**src/rtl/cpu_sequencer_if.sv**
```systemverilog
// Control interface between the microcode sequencer and the CPU datapath.
// The sequencer is the master: it reads the IR opcode and ALU flags and drives the control word.
interface cpu_sequencer_if;
    logic [3:0]  opcode;
    logic        cf;
    logic        zf;
    logic [14:0] control_signals;
    logic [2:0]  tstate;
    logic        halted;

    modport master (
        input  opcode,
        input  cf,
        input  zf,
        output control_signals,
        output tstate,
        output halted
    );

    modport slave (
        output opcode,
        output cf,
        output zf,
        input  control_signals,
        input  tstate,
        input  halted
    );
endinterface

```
**src/rtl/cpu_sequencer.sv**
```systemverilog
// Microcode sequencer for the 8-bit bus CPU: steps T0..T4 and decodes opcode and flags
// into the 15-bit control word {Cp,Ep,Lp,nLma,nLmd,nCE,nLr,nLi,nEi,nLa,Ea,sub,Eu,nLb,nLo}.
module cpu_sequencer (
    input  logic             clk,
    input  logic             rst_n,
    cpu_sequencer_if.master  bus
);

    localparam int CP   = 14;
    localparam int EP   = 13;
    localparam int LP   = 12;
    localparam int NLMA = 11;
    localparam int NLMD = 10;
    localparam int NCE  = 9;
    localparam int NLR  = 8;
    localparam int NLI  = 7;
    localparam int NEI  = 6;
    localparam int NLA  = 5;
    localparam int EA   = 4;
    localparam int SUB  = 3;
    localparam int EU   = 2;
    localparam int NLB  = 1;
    localparam int NLO  = 0;

    localparam logic [14:0] IDLE_WORD = 15'h0FE3;

    localparam logic [3:0] OP_LDA = 4'h0;
    localparam logic [3:0] OP_ADD = 4'h1;
    localparam logic [3:0] OP_SUB = 4'h2;
    localparam logic [3:0] OP_STA = 4'h3;
    localparam logic [3:0] OP_LDI = 4'h4;
    localparam logic [3:0] OP_JMP = 4'h5;
    localparam logic [3:0] OP_JC  = 4'h6;
    localparam logic [3:0] OP_JZ  = 4'h7;
    localparam logic [3:0] OP_OUT = 4'hE;
    localparam logic [3:0] OP_HLT = 4'hF;

    typedef enum logic [2:0] {
        T0 = 3'd0,
        T1 = 3'd1,
        T2 = 3'd2,
        T3 = 3'd3,
        T4 = 3'd4
    } tstate_t;

    tstate_t     state;
    logic        halted_q;
    logic [14:0] word;

    // Final T-state of each instruction; everything not using memory or the ALU ends in T2.
    function automatic tstate_t last_state(input logic [3:0] op);
        case (op)
            OP_LDA:                 last_state = T3;
            OP_ADD, OP_SUB, OP_STA: last_state = T4;
            default:                last_state = T2;
        endcase
    endfunction

    always_ff @(posedge clk or negedge rst_n) begin
        if (!rst_n) begin
            state    <= T0;
            halted_q <= 1'b0;
        end else if (halted_q) begin
            state <= T0;
        end else begin
            case (state)
                T0: state <= T1;
                T1: state <= T2;
                T2: begin
                    if (bus.opcode == OP_HLT) begin
                        halted_q <= 1'b1;
                        state    <= T0;
                    end else if (last_state(bus.opcode) == T2) begin
                        state <= T0;
                    end else begin
                        state <= T3;
                    end
                end
                T3:      state <= (last_state(bus.opcode) == T3) ? T0 : T4;
                T4:      state <= T0;
                default: state <= T0;
            endcase
        end
    end

    // Gating on rst_n makes the word go idle the instant reset asserts, not at the next edge.
    always_comb begin
        word = IDLE_WORD;
        if (rst_n && !halted_q) begin
            case (state)
                T0: begin
                    word[EP]   = 1'b1;
                    word[NLMA] = 1'b0;
                end
                T1: begin
                    word[NCE] = 1'b0;
                    word[NLI] = 1'b0;
                    word[CP]  = 1'b1;
                end
                T2: begin
                    case (bus.opcode)
                        OP_LDA, OP_ADD, OP_SUB, OP_STA: begin
                            word[NEI]  = 1'b0;
                            word[NLMA] = 1'b0;
                        end
                        OP_LDI: begin
                            word[NEI] = 1'b0;
                            word[NLA] = 1'b0;
                        end
                        OP_JMP: begin
                            word[NEI] = 1'b0;
                            word[LP]  = 1'b1;
                        end
                        OP_JC: begin
                            if (bus.cf) begin
                                word[NEI] = 1'b0;
                                word[LP]  = 1'b1;
                            end
                        end
                        OP_JZ: begin
                            if (bus.zf) begin
                                word[NEI] = 1'b0;
                                word[LP]  = 1'b1;
                            end
                        end
                        OP_OUT: begin
                            word[EA]  = 1'b1;
                            word[NLO] = 1'b0;
                        end
                        default: ;
                    endcase
                end
                T3: begin
                    case (bus.opcode)
                        OP_LDA: begin
                            word[NCE] = 1'b0;
                            word[NLA] = 1'b0;
                        end
                        OP_ADD, OP_SUB: begin
                            word[NCE] = 1'b0;
                            word[NLB] = 1'b0;
                            word[SUB] = (bus.opcode == OP_SUB);
                        end
                        OP_STA: begin
                            word[EA]   = 1'b1;
                            word[NLMD] = 1'b0;
                        end
                        default: ;
                    endcase
                end
                T4: begin
                    case (bus.opcode)
                        OP_ADD, OP_SUB: begin
                            word[EU]  = 1'b1;
                            word[NLA] = 1'b0;
                            word[SUB] = (bus.opcode == OP_SUB);
                        end
                        OP_STA: word[NLR] = 1'b0;
                        default: ;
                    endcase
                end
                default: ;
            endcase
        end
    end

    assign bus.control_signals = word;
    assign bus.tstate          = state;
    assign bus.halted          = halted_q;

endmodule

```
**src/flat_wrapper.sv**
```systemverilog
// flat-port wrapper written by rule: the top's interface ports become plain ports
module cpu_sequencer_flat 
  (clk, rst_n, bus_opcode, bus_cf, bus_zf, bus_control_signals, bus_tstate, bus_halted);
  cpu_sequencer_if bus_i ();
  input  logic clk;
  input  logic rst_n;
  input wire logic [$bits(bus_i.opcode)-1:0] bus_opcode;
  input wire logic [$bits(bus_i.cf)-1:0] bus_cf;
  input wire logic [$bits(bus_i.zf)-1:0] bus_zf;
  output wire logic [$bits(bus_i.control_signals)-1:0] bus_control_signals;
  output wire logic [$bits(bus_i.tstate)-1:0] bus_tstate;
  output wire logic [$bits(bus_i.halted)-1:0] bus_halted;
  assign bus_i.opcode = bus_opcode;
  assign bus_i.cf = bus_cf;
  assign bus_i.zf = bus_zf;
  assign bus_control_signals = bus_i.control_signals;
  assign bus_tstate = bus_i.tstate;
  assign bus_halted = bus_i.halted;
  cpu_sequencer u_core (.clk(clk), .rst_n(rst_n), .bus(bus_i));
endmodule
```
**config.mk**
```make
export PLATFORM = sky130hd
export DESIGN_NAME = cpu_sequencer_flat
export DESIGN_NICKNAME = d
export VERILOG_FILES = /design/src/rtl/cpu_sequencer_if.sv /design/src/rtl/cpu_sequencer.sv /design/src/flat_wrapper.sv
export SDC_FILE = /design/constraint.sdc
export NUM_CORES = 1
export LEC_CHECK = 0
export CORE_MARGIN = 4
export CORE_UTILIZATION = 35
export CTS_CLUSTER_SIZE = 8
export DETAILED_ROUTE_END_ITERATION = 8
export PLACE_DENSITY = 0.83
export SYNTH_ARGS = -nofsm -noshare
export SYNTH_HDL_FRONTEND = slang
export SYNTH_SLANG_ARGS = --single-unit
```
**constraint.sdc**
```tcl
create_clock -name clk -period 1.9 [get_ports clk]
set_input_delay 0.285 -clock clk [delete_from_list [all_inputs] [get_ports clk]]
set_output_delay 0.285 -clock clk [all_outputs]
set_load 0.05 [all_outputs]
```
==> results of run 1 <==
==> logic make-up after synthesis <==
family,Yosys count
AO/OA/AOI/OAI,12
XOR/XNOR,1
multiplexers,1
flip-flops,4
AND/OR/NAND/NOR,33
buffers and inverters,9
==> per-stage QoR <==
stage	setup TNS (ns)	worst slack, ns	instance area [µm²]	util, %
global placement	-3.10	-0.327	1010	86.5
detailed placement	-3.75	-0.380	1010	86.5
floorplan	-1.49	-0.449	581	-
==> results.md, run 1 <==
| Step | Item | This run |
|:---|:---|:---|
| logic synthesis | Area share of the leading cell type in the synthesized netlist | 21.9% |
| logic synthesis | Synth cell types | 31 |
| die | Number of primary I/O pins | 27 |
| die | Die extent in x | 44.2 µm |
| logic synthesis | EDFF count, synth | 0 |
| logic synthesis | Portion of the post-synthesis area used by sequential elements | 21.9% |
| logic synthesis | Dominant cell type by area after synthesis | dfrtp_1 |
| die | Initial core utilization | 39.1% |
| clock tree | Number of buffers inserted to repair setup after CTS | 4 |
| logic synthesis | Net count after synthesis | 68 |
| placed design | Number of I/O port buffers | 26 |
| logic synthesis | Parity-gate share of the synthesized area counting xor and xnor cells | 1.91% |
| logic synthesis | Synthesized-area fraction occupied by adder cells | 0% |
| die | Row count | 12 |
| logic synthesis | Synthesized flop and latch total | 4 |
| logic synthesis | Mux contribution to synthesized area | 2.19% |
| logic synthesis | Synthesized-area fraction occupied by and/or/nand/nor cells | 47.0% |
| clock tree | Number of buffers created by CTS | 3 |
| outcome | Run status | aborted with a tool error |
| clock tree | Deepest level of the CTS H-tree | 1 |
| placed design | Inst Count DP | 117 |
| logic synthesis | Synth top cells by count | nor3_1, buf_2, dfrtp_1, inv_1, nor3b_1 |
| clock tree | Post-CTS Resized | 26 |
| logic synthesis | Number of synthesis warnings | 0 |
| logic synthesis | Number of cells produced by synthesis | 60 |
| placed design | GP Congestion | 0.791 |
| logic synthesis | Cell area after technology mapping | 458 µm² |
| placed design | Detailed placer's ending HPWL | 1.47 mm |
| logic synthesis | Asr flop ratio synth | 100% |
| clock tree | Clock tree root driver cell | clkbuf_4 |
| logic synthesis | Main combinational cell family by area after synthesis | simple AND/OR/NAND/NOR gates |
| logic synthesis | Compound-cell area share of the yosys netlist | 18.6% |
| clock tree | Cts hold-fix bufs | 0 |
| die | Die span in y | 44.2 µm |
| logic synthesis | Area contributors post-synth | dfrtp_1, nor3_1, nor3b_1 |
| clock tree | Deepest clock path buffer count | 2 |
| outcome | First Err | [ERROR DPL-0033] detailed placement checks failed during check placement. |
| outcome | Failing step | 4_1_cts |
| logic synthesis | Post-Synthesis Mean Instance Area | 7.63 µm² |
| logic synthesis | Most frequently used cell type in the post-synthesis netlist | nor3_1 |
| clock tree | Total number of clock tree sinks | 4 |
| logic synthesis | Main flop type after synthesis | dfrtp_1 |
==> inputs of run 2 (changes only) <==
--- a/config.mk
+++ b/config.mk
@@ -5,11 +5,10 @@
 export SDC_FILE = /design/constraint.sdc
 export NUM_CORES = 1
 export LEC_CHECK = 0
-export CORE_MARGIN = 4
-export CORE_UTILIZATION = 35
-export CTS_CLUSTER_SIZE = 8
+export CORE_AREA = 4 4 65 67
 export DETAILED_ROUTE_END_ITERATION = 8
-export PLACE_DENSITY = 0.83
+export DIE_AREA = 0 0 69 71
+export PLACE_DENSITY_LB_ADDON = 0.15
 export SYNTH_ARGS = -nofsm -noshare
 export SYNTH_HDL_FRONTEND = slang
 export SYNTH_SLANG_ARGS = --single-unit
==> results.md, run 2 <==
| Step | Item | This run | Delta |
|:---|:---|:---|:---|
| outcome | Run status | finished, violations left |  |
| outcome | Violations in the final reports | negative setup slack |  |
| global routing | Initial antenna violation count | 0 |  |
| power | Relative contribution of sequential cells to total power | 25.7% |  |
| power | Internal portion of total power | 0.000258 W |  |
| setup path | Worst path required time | 1.62 ns |  |
| routing | Post-detailed-routing wire length | 1.92 mm |  |
| routing | Vias per Instance | 4.14 |  |
| timing | Worst path setup slack after routing | -0.0970 ns |  |
| logic synthesis | Synth cell types | 31 | unchanged |
| routing | First drt pass iteration count | 3 |  |
| power | Total power | 0.000334 W |  |
| logic synthesis | EDFF count, synth | 0 | unchanged |
| power | Fraction of power consumed by combinational cells | 21.2% |  |
| placed design | Worst slack, placed | -0.330 ns | +0.0505 ns |
| timing | Fin crit share | 105% |  |
| die | Area of the die | 4900 µm² |  |
| hold path | Worst min path class | input pin to async pin |  |
| timing | Count of endpoints failing hold in the final timing report | 0 |  |
| routing | Overall via count from detail_route | 642 |  |
| power | VDD IR max | 0.000134 V |  |
| setup path | CP max FO | 5 |  |
| timing | Pin slew with the least headroom to its limit | 0.363 ns |  |
| routing | WL/cell | 12.4 µm |  |
| routing | Antenna viol nets, final | 0 |  |
| setup path | Category of the worst setup path launch point | flop |  |
| logic synthesis | Net count after synthesis | 68 | unchanged |
| clock tree | Clk pin slew, worst setup/hold paths | 0.03 ns |  |
| die | Row count | 22 | +10 |
| routing | Highest metal layer with signal wires | met4 |  |
| placed design | Detailed placer's ending HPWL | 1.49 mm | +1.6% |
| power | Psw | 0.0000756 W |  |
| finish | Area Overhead vs Synth | 163% |  |
| logic synthesis | Synthesized flop and latch total | 4 | unchanged |
| clock tree | Cts hold-fix bufs | 0 | unchanged |
| logic synthesis | Number of cells produced by synthesis | 60 | unchanged |
| timing | Setup total negative slack | -0.540 ns |  |
| finish | Highest-count cells in the layout ignoring fill and taps | buf_4, buf_6, buf_12 |  |
| power | Power per cell area | 277 nW/µm² |  |
| finish | Largest register FFs | 3 |  |
| clock tree | Number of buffers created by CTS | 3 | unchanged |
| die | Die extent in x | 69 µm | +56% |
| finish | Final Net Count | 117 |  |
| timing | Unrepaired setup endpoints after global routing | yes |  |
| finish | Share of the core filled with cells in the final layout | 33.1% |  |
| finish | Antenna diode count | 0 |  |
| logic synthesis | Number of synthesis warnings | 0 | unchanged |
| logic synthesis | Post-Synthesis Mean Instance Area | 7.63 µm² | unchanged |
| setup path | Worst endpoint data arrival time | 1.71 ns |  |
| timing | Post-Route Skew | 0.00193 ns |  |
| global routing | GR Overflow Total | 0 |  |
| logic synthesis | Portion of the post-synthesis area used by sequential elements | 21.9% | unchanged |
| global routing | Total routing resource utilization after global routing | 7.94% |  |
| routing | Amount of wire on met2 after detailed routing | 946 µm |  |
| die | Placeable core region | 3630 µm² |  |
| clock tree | Worst skew pair latency | 0.22 ns |  |
| placed design | GP Congestion | 0.711 | -10% |
| timing | Max transition margin | 75.2% |  |
| power | Net Sw Frac | 22.6% |  |
| setup path | Worst Setup Path Type | flop to output port |  |
| finish | Ratio of cells with drive above 1 in the final layout | 69.2% |  |
| logic synthesis | Most frequently used cell type in the post-synthesis netlist | nor3_1 |  |
| logic synthesis | Area contributors post-synth | dfrtp_1, nor3_1, nor3b_1 |  |
| routing | Iteration-0 DRC count of the detailed router | 11 |  |
| placed design | Number of I/O port buffers | 26 | unchanged |
| clock tree | Clock tree root driver cell | clkbuf_8 |  |
| finish | Most common cell after layout, fill and taps aside | buf_4 |  |
| power | Relative contribution of the clock network to total power | 53.1% |  |
| logic synthesis | Cell area after technology mapping | 458 µm² | unchanged |
| setup path | Cells on worst reg2reg path | 4 |  |
| routing | Number of DRC violations after detailed routing | 0 |  |
| logic synthesis | Main flop type after synthesis | dfrtp_1 |  |
| logic synthesis | Dominant cell type by area after synthesis | dfrtp_1 |  |
| timing | Time the final worst path needs with I/O delays and setup | 2.00 ns |  |
| routing | Met3 wire length | 86 µm |  |
| job | Number of maximum-capacitance constraint violations | 0 |  |
| global routing | Largest net degree at the start of global routing | 11 |  |
| timing | Setup Viol. Count Final | 9 |  |
| timing | Maximum clock frequency | 501 MHz |  |
| clock tree | Total number of clock tree sinks | 4 | unchanged |
| die | Die span in y | 71 µm | +61% |
| global routing | Number of global-route vias before repair | 666 |  |
| logic synthesis | Asr flop ratio synth | 100% | unchanged |
| power | Reported leakage power | 0.472 nW |  |
| clock tree | Deepest level of the CTS H-tree | 1 | unchanged |
| logic synthesis | Synth top cells by count | nor3_1, buf_2, dfrtp_1, inv_1, nor3b_1 |  |
| timing | Max-slew violation total from the final report | 0 |  |
| die | Number of primary I/O pins | 27 | unchanged |
| clock tree | TritonCTS clock tree | built |  |
| logic synthesis | Area share of the leading cell type in the synthesized netlist | 21.9% | unchanged |
| die | Initial core utilization | 12.6% | -26 points |
| setup path | Critical path capture point type | output port |  |
| clock tree | Deepest clock path buffer count | 2 | unchanged |
| global routing | Wire length of the first global-routing pass | 3.15 mm |  |
| routing | Detailed-routing wirelength on met1 | 848 µm |  |
==> run 2: routing by layer <==
layer / vias to the layer above / GRT usage (%)
li1: 318 / -
met1: 303 / 9.39
met2: 17 / 12.9
met3: 4 / 2.56
met4: 0 / 3.90
met5: - / 0
==> run 2: worst paths after layout <==
kind,startpoint,to,slack [ns]
min in group clk,u_core.bus.tstate[2]$_DFF_PN0_,u_core.bus.halted$_DFF_PN0_,0.57
min,rst_n,u_core.bus.tstate[2]$_DFF_PN0_,0.14
max in group asynchronous,rst_n,u_core.bus.tstate[1]$_DFF_PN0_,1.64
min reg2reg,u_core.bus.tstate[2]$_DFF_PN0_,u_core.bus.halted$_DFF_PN0_,0.57
max reg2reg,u_core.bus.halted$_DFF_PN0_,u_core.bus.tstate[0]$_DFF_PN0_,0.66
max,u_core.bus.halted$_DFF_PN0_,bus_control_signals[0],-0.1
==> run 2: metrics by stage <==
step,cell area (µm²),std cells,hold WS (ns)
final,1200,155,0.138
after global routing,1200,155,0.149
after CTS,1180,153,0.147
after detailed placement,1020,147,0.560
after global placement,1020,147,0.561
after floorplan,581,60,-0.0106
==> run 2: critical path: stages (launching register included) <==
cell and delay (ns):
dfrtp_2 0.40, buf_6 0.12, or3b_4 0.41, or3_4 0.41, buf_8 0.16
==> run 2: timing repair <==
action / in CTS / in global routing
endpoints found under the setup margin: 15 / 15
pin swaps: 8 / 6
gates resized for setup: 26 / 3
buffers inserted: 3 / 2
==> run 2: power by group through the flow <==
| stage | clock, W | sequential, W | combinational, W |
|---|---|---|---|
| 4_1_cts | 0.000179 | 0.0000858 | 0.0000670 |
| 5_1_grt | 0.000187 | 0.0000857 | 0.0000761 |
| 3_3_place_gp | 0 | 0.0000867 | 0.0000666 |
| 2_1_floorplan | 0 | 0.0000867 | 0.0000244 |
| 6_report | 0.000177 | 0.0000858 | 0.0000707 |
| 3_5_place_dp | 0 | 0.0000867 | 0.0000660 |
==> run 2: area by class of cell <==
type	count	area [µm²]
Fill cell	389	2430
Inverter	4	18.8
Sequential cell	4	105
Tap cell	48	60.1
Clock buffer	3	41.3
Timing Repair Buffer	49	504
Multi-Input combinational cell	47	474
==> run 2: cells by family (layout without fill, tap and decap cells) <==
group | Yosys count | in the layout | share of synthesized area (%)
simple gates | 33 | 33 | 47.0
compound gates | 12 | 12 | 18.6
buf+inv | 9 | 56 | 8.47
flops | 4 | 4 | 21.9
xor+xnor | 1 | 1 | 1.91
mux | 1 | 1 | 2.19
Power figures use the tool's default switching activity.
==> inputs of run 3 (changes only) <==
--- a/config.mk
+++ b/config.mk
@@ -12,3 +12,4 @@
 export SYNTH_ARGS = -nofsm -noshare
 export SYNTH_HDL_FRONTEND = slang
 export SYNTH_SLANG_ARGS = --single-unit
+export TNS_END_PERCENT = 5
==> results.md, run 3 (synthesis results as in run 2) <==
| Step | Item | This run | Delta |
|:---|:---|:---|:---|
| outcome | Run status | finished, violations left |  |
| outcome | Violations in the final reports | negative setup slack |  |
| power | Relative contribution of sequential cells to total power | 25.6% | about the same |
| timing | Final hold slack | 0.148 ns | +0.00975 ns |
| finish | FF/Latch Area | 105 µm² | unchanged |
| global routing | Wire length of the first global-routing pass | 3.12 mm | -1.1% |
| global routing | Initial antenna violation count | 0 | unchanged |
| timing | Worst path setup slack after routing | -0.100 ns | -0.00297 ns |
| routing | WL/cell | 12.3 µm | -0.87% |
| power | Relative contribution of the clock network to total power | 56.9% | +3.8 points |
| die | Initial core utilization | 12.6% | unchanged |
| clock tree | TritonCTS clock tree | built |  |
| placed design | Number of I/O port buffers | 26 | unchanged |
| finish | Most common cell after layout, fill and taps aside | buf_4 |  |
| job | Number of maximum-capacitance constraint violations | 0 | unchanged |
| die | Die span in y | 71 µm | unchanged |
| setup path | Worst Setup Path Type | flop to output port |  |
| timing | Maximum clock frequency | 500 MHz | -0.15% |
| global routing | Number of global-route vias before repair | 640 | -3.9% |
| finish | Ratio of cells with drive above 1 in the final layout | 60.4% | -8.8 points |
| routing | First drt pass iteration count | 2 | -1 |
| routing | Post-detailed-routing wire length | 1.89 mm | -1.5% |
| placed design | Detailed placer's ending HPWL | 1.56 mm | +4.6% |
| finish | Largest register FFs | 3 | unchanged |
| setup path | Worst endpoint data arrival time | 1.71 ns | about the same |
| timing | Max-slew violation total from the final report | 0 | unchanged |
| setup path | Category of the worst setup path launch point | flop |  |
| power | Reported leakage power | 0.411 nW | -13% |
| clock tree | Deepest clock path buffer count | 2 | unchanged |
| clock tree | Number of buffers created by CTS | 3 | unchanged |
| routing | Antenna viol nets, final | 0 | unchanged |
| clock tree | Clock tree root driver cell | clkbuf_8 |  |
| clock tree | Cts hold-fix bufs | 0 | unchanged |
| finish | Area Overhead vs Synth | 137% |  |
| power | Total power | 0.000335 W | +0.43% |
| clock tree | Clk pin slew, worst setup/hold paths | 0.04 ns | about the same |
| routing | Iteration-0 DRC count of the detailed router | 21 | +10 |
| power | Net Sw Frac | 22.0% | -0.65 points |
| timing | Setup Viol. Count Final | 10 | +1 |
| finish | Final Net Count | 115 | -1.7% |
| setup path | Worst flop-to-flop path startpoint | u_core.bus.tstate[0]$_DFF_PN0_ |  |
| power | VDD IR max | 0.000287 V | +120% |
| setup path | Minimum setup slack among reg-to-reg paths | 0.65 ns | about the same |
| power | Fraction of power consumed by combinational cells | 17.6% | -3.6 points |
| routing | Number of DRC violations after detailed routing | 0 | unchanged |
| power | Power per cell area | 308 nW/µm² | +11% |
| timing | Post-Route Skew | 0.00840 ns | +0.00648 ns |
| clock tree | Deepest level of the CTS H-tree | 1 | unchanged |
| die | Number of primary I/O pins | 27 | unchanged |
| setup path | Reg-to-reg critical path endpoint | u_core.bus.tstate[2]$_DFF_PN0_ |  |
| global routing | Largest net degree at the start of global routing | 11 | unchanged |
| placed design | Worst slack, placed | -0.353 ns | -0.0229 ns |
| routing | Overall via count from detail_route | 628 | -2.2% |
| placed design | GP Congestion | 0.707 | -0.66% |
| global routing | Total routing resource utilization after global routing | 7.72% | -0.21 points |
| finish | Antenna diode count | 0 | unchanged |
| power | Internal portion of total power | 0.000262 W | +1.3% |
| finish | Number of fillers in the final layout | 417 | +7.2% |
| setup path | Cells on worst reg2reg path | 4 | unchanged |
| timing | Time the final worst path needs with I/O delays and setup | 2.00 ns | +0.00297 ns |
| timing | Setup total negative slack | -0.430 ns | +0.110 ns |
| routing | Vias per Instance | 4.08 | -1.5% |
| power | Psw | 0.0000737 W | -2.4% |
| setup path | Worst path required time | 1.62 ns | about the same |
| setup path | Critical path capture point type | output port |  |
| timing | Count of endpoints failing hold in the final timing report | 0 | unchanged |
| clock tree | Worst skew pair latency | 0.22 ns | about the same |
| timing | Unrepaired setup endpoints after global routing | yes |  |
| timing | Max transition margin | 76.8% | +1.6 points |
| die | Area of the die | 4900 µm² | unchanged |
| setup path | CP max FO | 6 | +1 |
| die | Die extent in x | 69 µm | unchanged |
| timing | Pin slew with the least headroom to its limit | 0.340 ns | -0.0228 ns |
| finish | Area taken by multi-input logic gates | 399 µm² | -16% |
| finish | Highest-count cells in the layout ignoring fill and taps | buf_4, buf_12, nor3_1, dlygate4sd2_1 |  |
| clock tree | Total number of clock tree sinks | 4 | unchanged |
| hold path | Worst min path class | input pin to async pin |  |
| timing | Fin crit share | 105% | +0.16 points |
| die | Row count | 22 | unchanged |
| die | Placeable core region | 3630 µm² | unchanged |
| finish | Share of the core filled with cells in the final layout | 29.9% | -3.2 points |
| global routing | GR Overflow Total | 0 | unchanged |
run 3: cell types whose count changed in the layout (fill, tap and decap cells not counted), sizes merged:
cell / previous run / this run
dlygate4sd2: 4 / 5
buf: 42 / 39
clkbuf: 3 / 5
clkdlybuf4s50: 3 / 2
run 3: power groups by stage:
stage	combinational (W)	clock (W)	sequential [W]
after floorplan	0.0000203	0	0.0000867
after global placement	0.0000614	0	0.0000867
after detailed placement	0.0000617	0	0.0000867
after CTS	0.0000592	0.000196	0.0000857
after global routing	0.0000640	0.000204	0.0000856
final	0.0000589	0.000191	0.0000857
run 3: timing repair:
item	4_1_cts	5_1_grt
endpoints found under the hold margin	0	0
setup buffers	0	3
setup endpoints to repair	15	15
gates resized for setup	14	9
pin swaps	6	6
run 3: worst max-delay path by stage:
stage	startpoint	to	slack [ns]	cells after the start
5_1_grt	u_core.bus.halted$_DFF_PN0_	bus_control_signals[8]	-0.13	3
3_5_place_dp	bus_opcode[3]	bus_control_signals[1]	-0.35	4
6_report	u_core.bus.halted$_DFF_PN0_	bus_control_signals[8]	-0.1	3
2_1_floorplan	u_core.bus.halted$_DFF_PN0_	bus_control_signals[7]	-0.45	3
3_3_place_gp	bus_opcode[3]	bus_control_signals[1]	-0.35	4
4_1_cts	u_core.bus.halted$_DFF_PN0_	bus_control_signals[8]	-0.18	3
run 3: worst max-delay path, stage by stage, from the launching register on:
cell     delay, ns
dfrtp_2       0.41
or4b_4        0.53
or3_4         0.39
buf_8         0.16
run 3: layer usage:
| metal | GRT usage [%] | up-vias | share of wire, % |
|---|---|---|---|
| li1 | - | 315 | - |
| met1 | 9.11 | 298 | 44 |
| met2 | 13.8 | 15 | 53 |
| met3 | 1.70 | 0 | 3.2 |
| met4 | 2.60 | 0 | 0 |
| met5 | 0 | - | 0 |
run 3: cell type report:
type	instances	share of cell area, %
Clock buffer	4	4.14
Inverter	4	1.73
Timing Repair Buffer	47	42.2
Multi-Input combinational cell	47	36.7
Sequential cell	4	9.67
Tap cell	48	5.52
run 3: per-stage QoR:
| step | instance area [µm²] | instances |
|---|---|---|
| 2_1_floorplan | 505 | 60 |
| 3_3_place_gp | 965 | 147 |
| 3_5_place_dp | 965 | 147 |
| 4_1_cts | 1030 | 151 |
| 5_1_grt | 1090 | 154 |
| 6_report | 1090 | 154 |
